[src/rtl/dct_pkg.sv]
// Shared constants, state encoding and helpers for the DCT initiator and its buffers.
package dct_pkg;

   localparam int MAX_SIZE_DEF = 32;
   localparam int NBITS_DEF    = 16;

   localparam logic [7:0] ADDR_START = 8'h0;
   localparam logic [7:0] ADDR_DATA  = 8'h1;
   localparam logic [7:0] ADDR_SETQ  = 8'h2;

   typedef enum logic [2:0] {
      S_IDLE = 3'd0,
      S_SETQ = 3'd1,
      S_SIZE = 3'd2,
      S_DATA = 3'd3,
      S_READ = 3'd4,
      S_DONE = 3'd5,
      S_FAIL = 3'd6
   } dct_master_state_t;

   // A transform needs at least two points and must fit in the local buffers.
   function automatic logic size_ok(input logic [7:0] sz, input int max_size);
      return (sz >= 8'd2) && (int'(sz) <= max_size);
   endfunction

endpackage

[src/rtl/dct_master_if.sv]
// Avalon-style bus between the DCT initiator (master) and the avalon_dct responder (slave).
interface dct_master_if #(
   parameter int NBITS = 16
);
   logic [7:0]       m_address;
   logic             m_write;
   logic             m_read;
   logic [NBITS-1:0] m_writedata;
   logic [NBITS-1:0] m_readdata;
   logic             m_done;

   modport master (
      output m_address, m_write, m_read, m_writedata,
      input  m_readdata, m_done
   );

   modport slave (
      input  m_address, m_write, m_read, m_writedata,
      output m_readdata, m_done
   );
endinterface

[src/rtl/dct_buffer.sv]
// DEPTH x WIDTH register array: one synchronous write port, one combinational read port.
module dct_buffer #(
   parameter int DEPTH = 32,
   parameter int WIDTH = 16,
   parameter int AW    = $clog2(DEPTH)
) (
   input  logic             clk,
   input  logic             rst_n,
   input  logic             we_i,
   input  logic [AW-1:0]    waddr_i,
   input  logic [WIDTH-1:0] wdata_i,
   input  logic [AW-1:0]    raddr_i,
   output logic [WIDTH-1:0] rdata_o
);

   logic [WIDTH-1:0] mem_q [DEPTH];

   always_ff @(posedge clk or negedge rst_n) begin
      if (!rst_n) begin
         for (int i = 0; i < DEPTH; i++) begin
            mem_q[i] <= '0;
         end
      end else if (we_i) begin
         mem_q[waddr_i] <= wdata_i;
      end
   end

   assign rdata_o = mem_q[raddr_i];

endmodule

[src/rtl/dct_master.sv]
// Drives the avalon_dct responder: SETQ, START(size) and DATA writes, then reads every result
// back into a host-visible buffer, stalling on m_done and aborting after TIMEOUT stalled cycles.
module dct_master
   import dct_pkg::*;
#(
   parameter int MAX_SIZE = MAX_SIZE_DEF,
   parameter int NBITS    = NBITS_DEF,
   parameter int TIMEOUT  = 1024
) (
   input  logic                        clk,
   input  logic                        reset,
   input  logic                        h_wr,
   input  logic [$clog2(MAX_SIZE)-1:0] h_waddr,
   input  logic [NBITS-1:0]            h_wdata,
   input  logic [$clog2(MAX_SIZE)-1:0] h_raddr,
   output logic [NBITS-1:0]            h_rdata,
   input  logic [7:0]                  size,
   input  logic [NBITS-1:0]            qm,
   input  logic                        start,
   output logic                        busy,
   output logic                        finished,
   output logic                        err,
   dct_master_if.master                bus
);

   localparam int AW = $clog2(MAX_SIZE);
   localparam int TW = $clog2(TIMEOUT + 1);

   dct_master_state_t state_q, state_d;
   logic [7:0]        idx_q, idx_d;
   logic [7:0]        size_q, size_d;
   logic [NBITS-1:0]  qm_q, qm_d;
   logic [TW-1:0]     wait_q, wait_d;
   logic              busy_q, busy_d;
   logic              finished_q, finished_d;
   logic              err_q, err_d;

   logic [7:0]        m_address_q, m_address_d;
   logic              m_write_q, m_write_d;
   logic              m_read_q, m_read_d;
   logic [NBITS-1:0]  m_writedata_q, m_writedata_d;

   logic              last_s;
   logic              sample_we_s;
   logic              result_we_s;
   logic [NBITS-1:0]  sample_rdata_s;

   assign last_s      = (idx_q == (size_q - 8'd1));
   // The sample buffer is locked for the whole transaction.
   assign sample_we_s = h_wr && !busy_q;
   assign result_we_s = (state_q == S_READ) && bus.m_done;

   dct_buffer #(.DEPTH(MAX_SIZE), .WIDTH(NBITS)) u_samples (
      .clk     (clk),
      .rst_n   (reset),
      .we_i    (sample_we_s),
      .waddr_i (h_waddr),
      .wdata_i (h_wdata),
      .raddr_i (idx_d[AW-1:0]),
      .rdata_o (sample_rdata_s)
   );

   dct_buffer #(.DEPTH(MAX_SIZE), .WIDTH(NBITS)) u_results (
      .clk     (clk),
      .rst_n   (reset),
      .we_i    (result_we_s),
      .waddr_i (idx_q[AW-1:0]),
      .wdata_i (bus.m_readdata),
      .raddr_i (h_raddr),
      .rdata_o (h_rdata)
   );

   always_comb begin
      state_d    = state_q;
      idx_d      = idx_q;
      size_d     = size_q;
      qm_d       = qm_q;
      wait_d     = wait_q;
      busy_d     = busy_q;
      finished_d = finished_q;
      err_d      = err_q;
      case (state_q)
         S_IDLE: begin
            if (start && size_ok(size, MAX_SIZE)) begin
               size_d     = size;
               qm_d       = qm;
               idx_d      = 8'd0;
               wait_d     = '0;
               finished_d = 1'b0;
               err_d      = 1'b0;
               busy_d     = 1'b1;
               state_d    = S_SETQ;
            end else if (start) begin
               err_d = 1'b1;
            end else begin
               state_d = S_IDLE;
            end
         end
         S_SETQ: state_d = S_SIZE;
         S_SIZE: begin
            idx_d   = 8'd0;
            state_d = S_DATA;
         end
         S_DATA: begin
            if (last_s) begin
               idx_d   = 8'd0;
               wait_d  = '0;
               state_d = S_READ;
            end else begin
               idx_d = idx_q + 8'd1;
            end
         end
         S_READ: begin
            if (bus.m_done) begin
               wait_d = '0;
               if (last_s) begin
                  busy_d     = 1'b0;
                  finished_d = 1'b1;
                  state_d    = S_DONE;
               end else begin
                  idx_d = idx_q + 8'd1;
               end
            end else if (wait_q == TW'(TIMEOUT - 1)) begin
               busy_d  = 1'b0;
               err_d   = 1'b1;
               state_d = S_FAIL;
            end else begin
               wait_d = wait_q + {{(TW-1){1'b0}}, 1'b1};
            end
         end
         S_DONE: state_d = S_IDLE;
         S_FAIL: state_d = S_IDLE;
         default: begin
            busy_d  = 1'b0;
            state_d = S_IDLE;
         end
      endcase
   end

   // Bus outputs are registered, so they are decoded from the state being entered.
   always_comb begin
      m_write_d     = 1'b0;
      m_read_d      = 1'b0;
      m_address_d   = 8'h00;
      m_writedata_d = '0;
      case (state_d)
         S_SETQ: begin
            m_write_d     = 1'b1;
            m_address_d   = ADDR_SETQ;
            m_writedata_d = qm_d;
         end
         S_SIZE: begin
            m_write_d     = 1'b1;
            m_address_d   = ADDR_START;
            m_writedata_d = NBITS'(size_d);
         end
         S_DATA: begin
            m_write_d     = 1'b1;
            m_address_d   = ADDR_DATA;
            m_writedata_d = sample_rdata_s;
         end
         S_READ: begin
            m_read_d    = 1'b1;
            m_address_d = idx_d;
         end
         default: begin
            m_write_d = 1'b0;
            m_read_d  = 1'b0;
         end
      endcase
   end

   always_ff @(posedge clk or negedge reset) begin
      if (!reset) begin
         state_q       <= S_IDLE;
         idx_q         <= 8'd0;
         size_q        <= 8'd0;
         qm_q          <= '0;
         wait_q        <= '0;
         busy_q        <= 1'b0;
         finished_q    <= 1'b0;
         err_q         <= 1'b0;
         m_address_q   <= 8'h00;
         m_write_q     <= 1'b0;
         m_read_q      <= 1'b0;
         m_writedata_q <= '0;
      end else begin
         state_q       <= state_d;
         idx_q         <= idx_d;
         size_q        <= size_d;
         qm_q          <= qm_d;
         wait_q        <= wait_d;
         busy_q        <= busy_d;
         finished_q    <= finished_d;
         err_q         <= err_d;
         m_address_q   <= m_address_d;
         m_write_q     <= m_write_d;
         m_read_q      <= m_read_d;
         m_writedata_q <= m_writedata_d;
      end
   end

   assign busy            = busy_q;
   assign finished        = finished_q;
   assign err             = err_q;
   assign bus.m_address   = m_address_q;
   assign bus.m_write     = m_write_q;
   assign bus.m_read      = m_read_q;
   assign bus.m_writedata = m_writedata_q;

endmodule

[src/flat_wrapper.sv]
// flat-port wrapper written by rule: the top's interface ports become plain ports
module dct_master_flat import dct_pkg::*;
#(
   parameter int MAX_SIZE = MAX_SIZE_DEF,
   parameter int NBITS    = NBITS_DEF,
   parameter int TIMEOUT  = 1024
)
  (clk, reset, h_wr, h_waddr, h_wdata, h_raddr, h_rdata, size, qm, start, busy, finished, err, bus_m_address, bus_m_write, bus_m_read, bus_m_writedata, bus_m_readdata, bus_m_done);
  dct_master_if #(.NBITS(NBITS)) bus_i ();
  input  logic clk;
  input  logic reset;
  input  logic h_wr;
  input  logic [$clog2(MAX_SIZE)-1:0] h_waddr;
  input  logic [NBITS-1:0] h_wdata;
  input  logic [$clog2(MAX_SIZE)-1:0] h_raddr;
  output logic [NBITS-1:0] h_rdata;
  input  logic [7:0] size;
  input  logic [NBITS-1:0] qm;
  input  logic start;
  output logic busy;
  output logic finished;
  output logic err;
  output wire logic [$bits(bus_i.m_address)-1:0] bus_m_address;
  output wire logic [$bits(bus_i.m_write)-1:0] bus_m_write;
  output wire logic [$bits(bus_i.m_read)-1:0] bus_m_read;
  output wire logic [$bits(bus_i.m_writedata)-1:0] bus_m_writedata;
  input wire logic [$bits(bus_i.m_readdata)-1:0] bus_m_readdata;
  input wire logic [$bits(bus_i.m_done)-1:0] bus_m_done;
  assign bus_m_address = bus_i.m_address;
  assign bus_m_write = bus_i.m_write;
  assign bus_m_read = bus_i.m_read;
  assign bus_m_writedata = bus_i.m_writedata;
  assign bus_i.m_readdata = bus_m_readdata;
  assign bus_i.m_done = bus_m_done;
  dct_master #(.MAX_SIZE(MAX_SIZE), .NBITS(NBITS), .TIMEOUT(TIMEOUT)) u_core (.clk(clk), .reset(reset), .h_wr(h_wr), .h_waddr(h_waddr), .h_wdata(h_wdata), .h_raddr(h_raddr), .h_rdata(h_rdata), .size(size), .qm(qm), .start(start), .busy(busy), .finished(finished), .err(err), .bus(bus_i));
endmodule
[config.mk]
export PLATFORM = sky130hd
export DESIGN_NAME = dct_master_flat
export DESIGN_NICKNAME = d
export VERILOG_FILES = /design/src/rtl/dct_pkg.sv /design/src/rtl/dct_master_if.sv /design/src/rtl/dct_buffer.sv /design/src/rtl/dct_master.sv /design/src/flat_wrapper.sv
export SDC_FILE = /design/constraint.sdc
export NUM_CORES = 2
export LEC_CHECK = 0
export BUFFER_PORTS_ARGS = -buffer_cell sky130_fd_sc_hd__buf_2
export CAP_MARGIN = 20
export CORE_MARGIN = 2
export CORE_UTILIZATION = 45
export CTS_BUF_LIST = sky130_fd_sc_hd__clkbuf_16
export CTS_CLUSTER_DIAMETER = 100
export CTS_CLUSTER_SIZE = 8
export DETAILED_ROUTE_END_ITERATION = 8
export PLACE_DENSITY = 0.72
export SETUP_SLACK_MARGIN = 0.5
export SLEW_MARGIN = 20
export SYNTH_ARGS = -nofsm -noshare
export SYNTH_HDL_FRONTEND = slang
export SYNTH_SLANG_ARGS = --single-unit
[constraint.sdc]
create_clock -name clk -period 7.6 [get_ports clk]
set_input_delay 2.28 -clock clk [delete_from_list [all_inputs] [get_ports clk]]
set_output_delay 2.28 -clock clk [all_outputs]
set_load 0.01 [all_outputs]
* Word level (Yosys, flattened, before mapping)
Index checks and enable logic that the tools add are counted.
** Storage, ports and cells
- Register bits after elaboration :: 1099
- Bits of input ports :: 71
- Output and inout port bits :: 45
- Word-level logic and storage cells :: 181
** Operators by class
- Add/subtract/negate cells :: 3
- $lt $le $gt $ge :: 8
- Equal/unequal tests :: 22
- Muxes and demuxes :: 51
- Bitwise gates (word level) :: 5
- Reduce and logical (&&, ||, !) cells :: 16
** Operators with widths (count)
- bitwise mux 512 bit :: 2
- binary-select mux 16 bit (select 5 bit) :: 2
- demux 16 bit (select 5 bit) :: 2
- two-way mux 16 bit :: 8
- two-way mux 8 bit :: 6
- case mux 16 bit (3 select lines) :: 1
- two-way mux 11 bit :: 4
- case mux 11 bit (3 select lines) :: 1
- case mux 8 bit (4 select lines) :: 1
- >= comparator 6 bit, second input constant :: 4
- inverter 5 -> 6 bit :: 4
- case mux 8 bit (3 select lines) :: 1
- two-way mux 3 bit :: 6
- AND reduction 4 bit :: 4
- case mux 3 bit (5 select lines) :: 1
- two-way mux 1 bit :: 13
- equality test 3 x 2 -> 1 bit, second input constant :: 4
- equality test 3 bit, second input constant :: 4
- less-than comparator 6 x 1 -> 1 bit, second input constant :: 2
- adder 11 x 1 -> 11 bit, second input constant :: 1
- equality test 11 x 10 -> 1 bit, second input constant :: 1
- adder 8 x 1 -> 8 bit, second input constant :: 1
- equality test 8 bit :: 1
- >= comparator 8 x 2 -> 1 bit, second input constant :: 1
- 17 further kinds :: 30

* Logic depth before layout (Yosys ltp)
- Depth after elaboration :: 10
- Gate-level depth with buffers :: 22

* By module
Synthesis repeated with hierarchy kept, for this count alone.
** Unflattened totals
- Cell total of the unflattened synthesis :: 3749
- Area total of the unflattened synthesis :: 50761.2 sq um
** By module, submodules not included
- dct_buffer :: times used 2, cells each 1730, area an instance 23907.9 sq um
- dct_master :: times used 1, cells each 289, area an instance 2945.3 sq um

* Worst setup path before layout
Ideal clock, no wire load.
- Kind :: input to output
- From :: in h_raddr[0]
- To :: out h_rdata[0]
- Data arrival time :: 4626 ps
- Setup slack :: 694 ps
- Stages on the path :: 5
- Buffers on the path :: 2
- Cell sequence :: clkbuf_1 -> buf_1 -> mux4_2 -> mux4_2 -> mux2_2
** Between the ends
- Word-level cells in the longest chain between the ends :: 4
** Ends and longest elaborated chain
- from (decl) :: line flat_wrapper.sv:15 : input logic [$clog2(MAX_SIZE)-1:0] h_raddr;
- inverter 5 -> 6 bit (not written as such) :: line dct_buffer.sv:28 : assign rdata_o = mem_q[raddr_i];
- binary-select mux 16 bit (select 5 bit) :: line dct_buffer.sv:28
- two-way mux 16 bit (not written as such) (2 in series) :: line dct_buffer.sv:28
- to (decl) :: line flat_wrapper.sv:16 : output logic [NBITS-1:0] h_rdata;
No other way between the ends. The select of a mux whose other input is x is not followed.

* Worst setup path in the final report
- From :: in h_raddr[0]
- To :: out h_rdata[1]
Same word-level chain as after synthesis.

==> metrics.txt <==
Worst Setup End Kind primary output; Mapped Nets 3,877; Chip Height 337 um; CP dominant cell by count mux4_2; Die W 337 um; skew final 49.2 ps; fraction of layout cells with a size suffix above 1 0.420; Total Power 17.8 mW; clk slew on worst S/H paths 50 ps; Hold Path Cell Cnt 1; largest net degree at the start of global routing 176; synthesized area per cell 13.2 um2; max-cap viol count 0; Layout area overhead 12.7%; Cell Chain, Critical Path clkbuf_8 -> buf_12 -> mux4_2 -> mux4_2 -> mux2_2 -> buf_2; Hold Path Origin u_core.u_samples.mem_q[7]; critical path required time 5320 ps; Setup TNS 0 ps; Core Area 111,000 um2; PortBufs 115; most frequent cells in the layout dfrtp_1 (1,083), mux2_2 (1,043), nand2_1 (478); Routability Congestion 0.840; fmax 148 MHz; Post-synth EDFFs 0; library cell with the largest summed area after synthesis dfrtp_1; headroom to the max-slew limit 0.228; GR Util All Layers 0.233; clk sinks 1,083; vias in the first global route 33.2k; Largest stage delay, worst path 530 ps; first-pass iteration count of the detailed router 8; Max rail drop VDD 0.000496 V; leading cell type in the layout, fill and taps excluded dfrtp_1; Starting Density 0.453; Post-synth ARST share 1.00; clk buf depth 3; Seq/Total Area, Yosys 0.542; reg-to-reg endpoint u_core.bus.m_writedata[1]; Slowest-stage cell, CP mux4_2; post-detail-place hpwl 77,900 um; Synth Cell Area 50,000 um2; DR WL/cell 24.5 um; Clk Latency, worst-skew pair 740 ps; Fillers 9,289; Worst R2R Setup Slack 2080 ps; Hold Fails Final Rpt 0; #FFs+latches synth 1,083; CTS Buf Count 153; final wirelength 131,000 um; Final Max Slew Viols 0; final number of setup-violating endpoints 0; Buf/Inv on CP 3; Cell Rows 122; unrepaired setup endpoints after global routing no; crit start category primary input; first-pass GRT wire length 203,000 um; initial DRC count 2,722; Synth Flop Type dfrtp_1; H-tree depth 4; post-CTS sizing 0; Netlist cell types 79; Syn. warnings 0; vias per cell 6.03; CTS Hold Bufs 0; Reg2Reg Depth 18; critical path class primary input to primary output; Worst Tran Pin Value 1150 ps; count of boundary I/O pins 116; Crit path max-delay family multiplexers; vias 32.3k; GR Overflow Total 0; Endpoint, Worst Hold u_core.u_samples.mem_q[7]; minimum clock period 6740 ps; Arr. time, crit path 4460 ps; largest fanout on the critical path 30; Antenna Nets Post-Route 0; # DRC 0; share of the synthesized area in the top cell type 0.542; Pleak 26.8 nW; Post-CTS Setup Repair Bufs 0; Final Cycle Share 0.887; pwr dens 316 nW/um2; r2r startpoint u_core.size_q[0]; nets 3,927; Tightest Hold Check Type flip-flop to flip-flop; Die ar. 114,000 um2; Root Driver clkbuf_16; antenna violations before repair 7; Synth Instances 3,799; outcome completed; CTS tree built; top cells by area, synth dfrtp_1 (54%), mux2_2 (23%), mux4_2 (7.2%)
## worst max path at each step
stage                  endpoint  startpoint  cells after the start  slack (ps)
floorplan            h_rdata[0]  h_raddr[0]                      5         690
global placement    h_rdata[11]  h_raddr[0]                      6         860
detailed placement  h_rdata[11]  h_raddr[0]                      6         830
CTS                 h_rdata[11]  h_raddr[0]                      6         830
global route        h_rdata[11]  h_raddr[0]                      6         740
finish               h_rdata[1]  h_raddr[0]                      6         860
## registers in the layout (all words and copies together) (netlist names)
register,count
u_core.bus.m_writedata,16
u_core.err,1
u_core.size_q,8
u_core.bus.m_read,1
u_core.wait_q,11
u_core.busy,1
u_core.state_q,3
u_core.idx_q,8
u_core.finished,1
u_core.bus.m_address,8
u_core.u_samples.mem_q,512
u_core.bus.m_write,1
u_core.u_results.mem_q,512
## final cells by class
cell class              count  area (um2)  area share
repair buffers            217        1570      0.0279
multi-input cells        2379       21600       0.384
well taps                1488        1860      0.0330
clock buffers             158        3950      0.0701
clock inverters            11         208     0.00368
inverters                  15        63.8     0.00113
diodes                      1        2.50   0.0000444
flip-flops and latches   1083       27100       0.480
## synthesized netlist by cell type (all sizes together), types with 42 or more instances
library cell	number
nand2	480
mux4	160
dfrtp	1083
nand3	92
a21oi	107
clkbuf	255
nor2	68
o21ai	54
nor3	49
buf	67
and3	42
mux2	1043
## layer usage
metal  GRT usage  wire length [um]  up-vias
met3      0.0431              8040      273
met1       0.317             55900    17147
met5           0                 0        -
met4      0.0851              4370        0
li1            -                 -    13799
met2       0.374             62900     1044
## cells by family (layout without fill, tap and decap cells)
kind of cell | count (synthesis) | after routing | share of synthesized area
buffers and inverters | 337 | 401 | 0.0267
AOI/OAI and AO/OA | 321 | 321 | 0.0443
and+or+nand+nor | 807 | 807 | 0.0712
adders and majority gates | 8 | 8 | 0.00195
xor gates and xnor gates | 15 | 15 | 0.00263
other | 0 | 1 | 0
muxes | 1228 | 1228 | 0.312
DFF | 1083 | 1083 | 0.542
## report_power, final
part,switching [mW],leakage [nW],total (mW),internal (mW)
logic,3.36,10.0,4.99,1.62
registers,0.378,14.8,6.75,6.38
clock network,2.42,2.04,6.10,3.68
## metrics by stage
step	util	instances	hold slack, ps	instance area [um2]	worst slack, ps
final	0.510	5352	492	56400	856
after global placement	0.472	5180	480	52200	861
after floorplan	-	3799	471	50000	694
after detailed placement	0.473	5182	487	52200	832
after CTS	0.510	5351	497	56400	826
after global routing	0.510	5352	506	56400	740
Power figures use the tool's default switching activity.
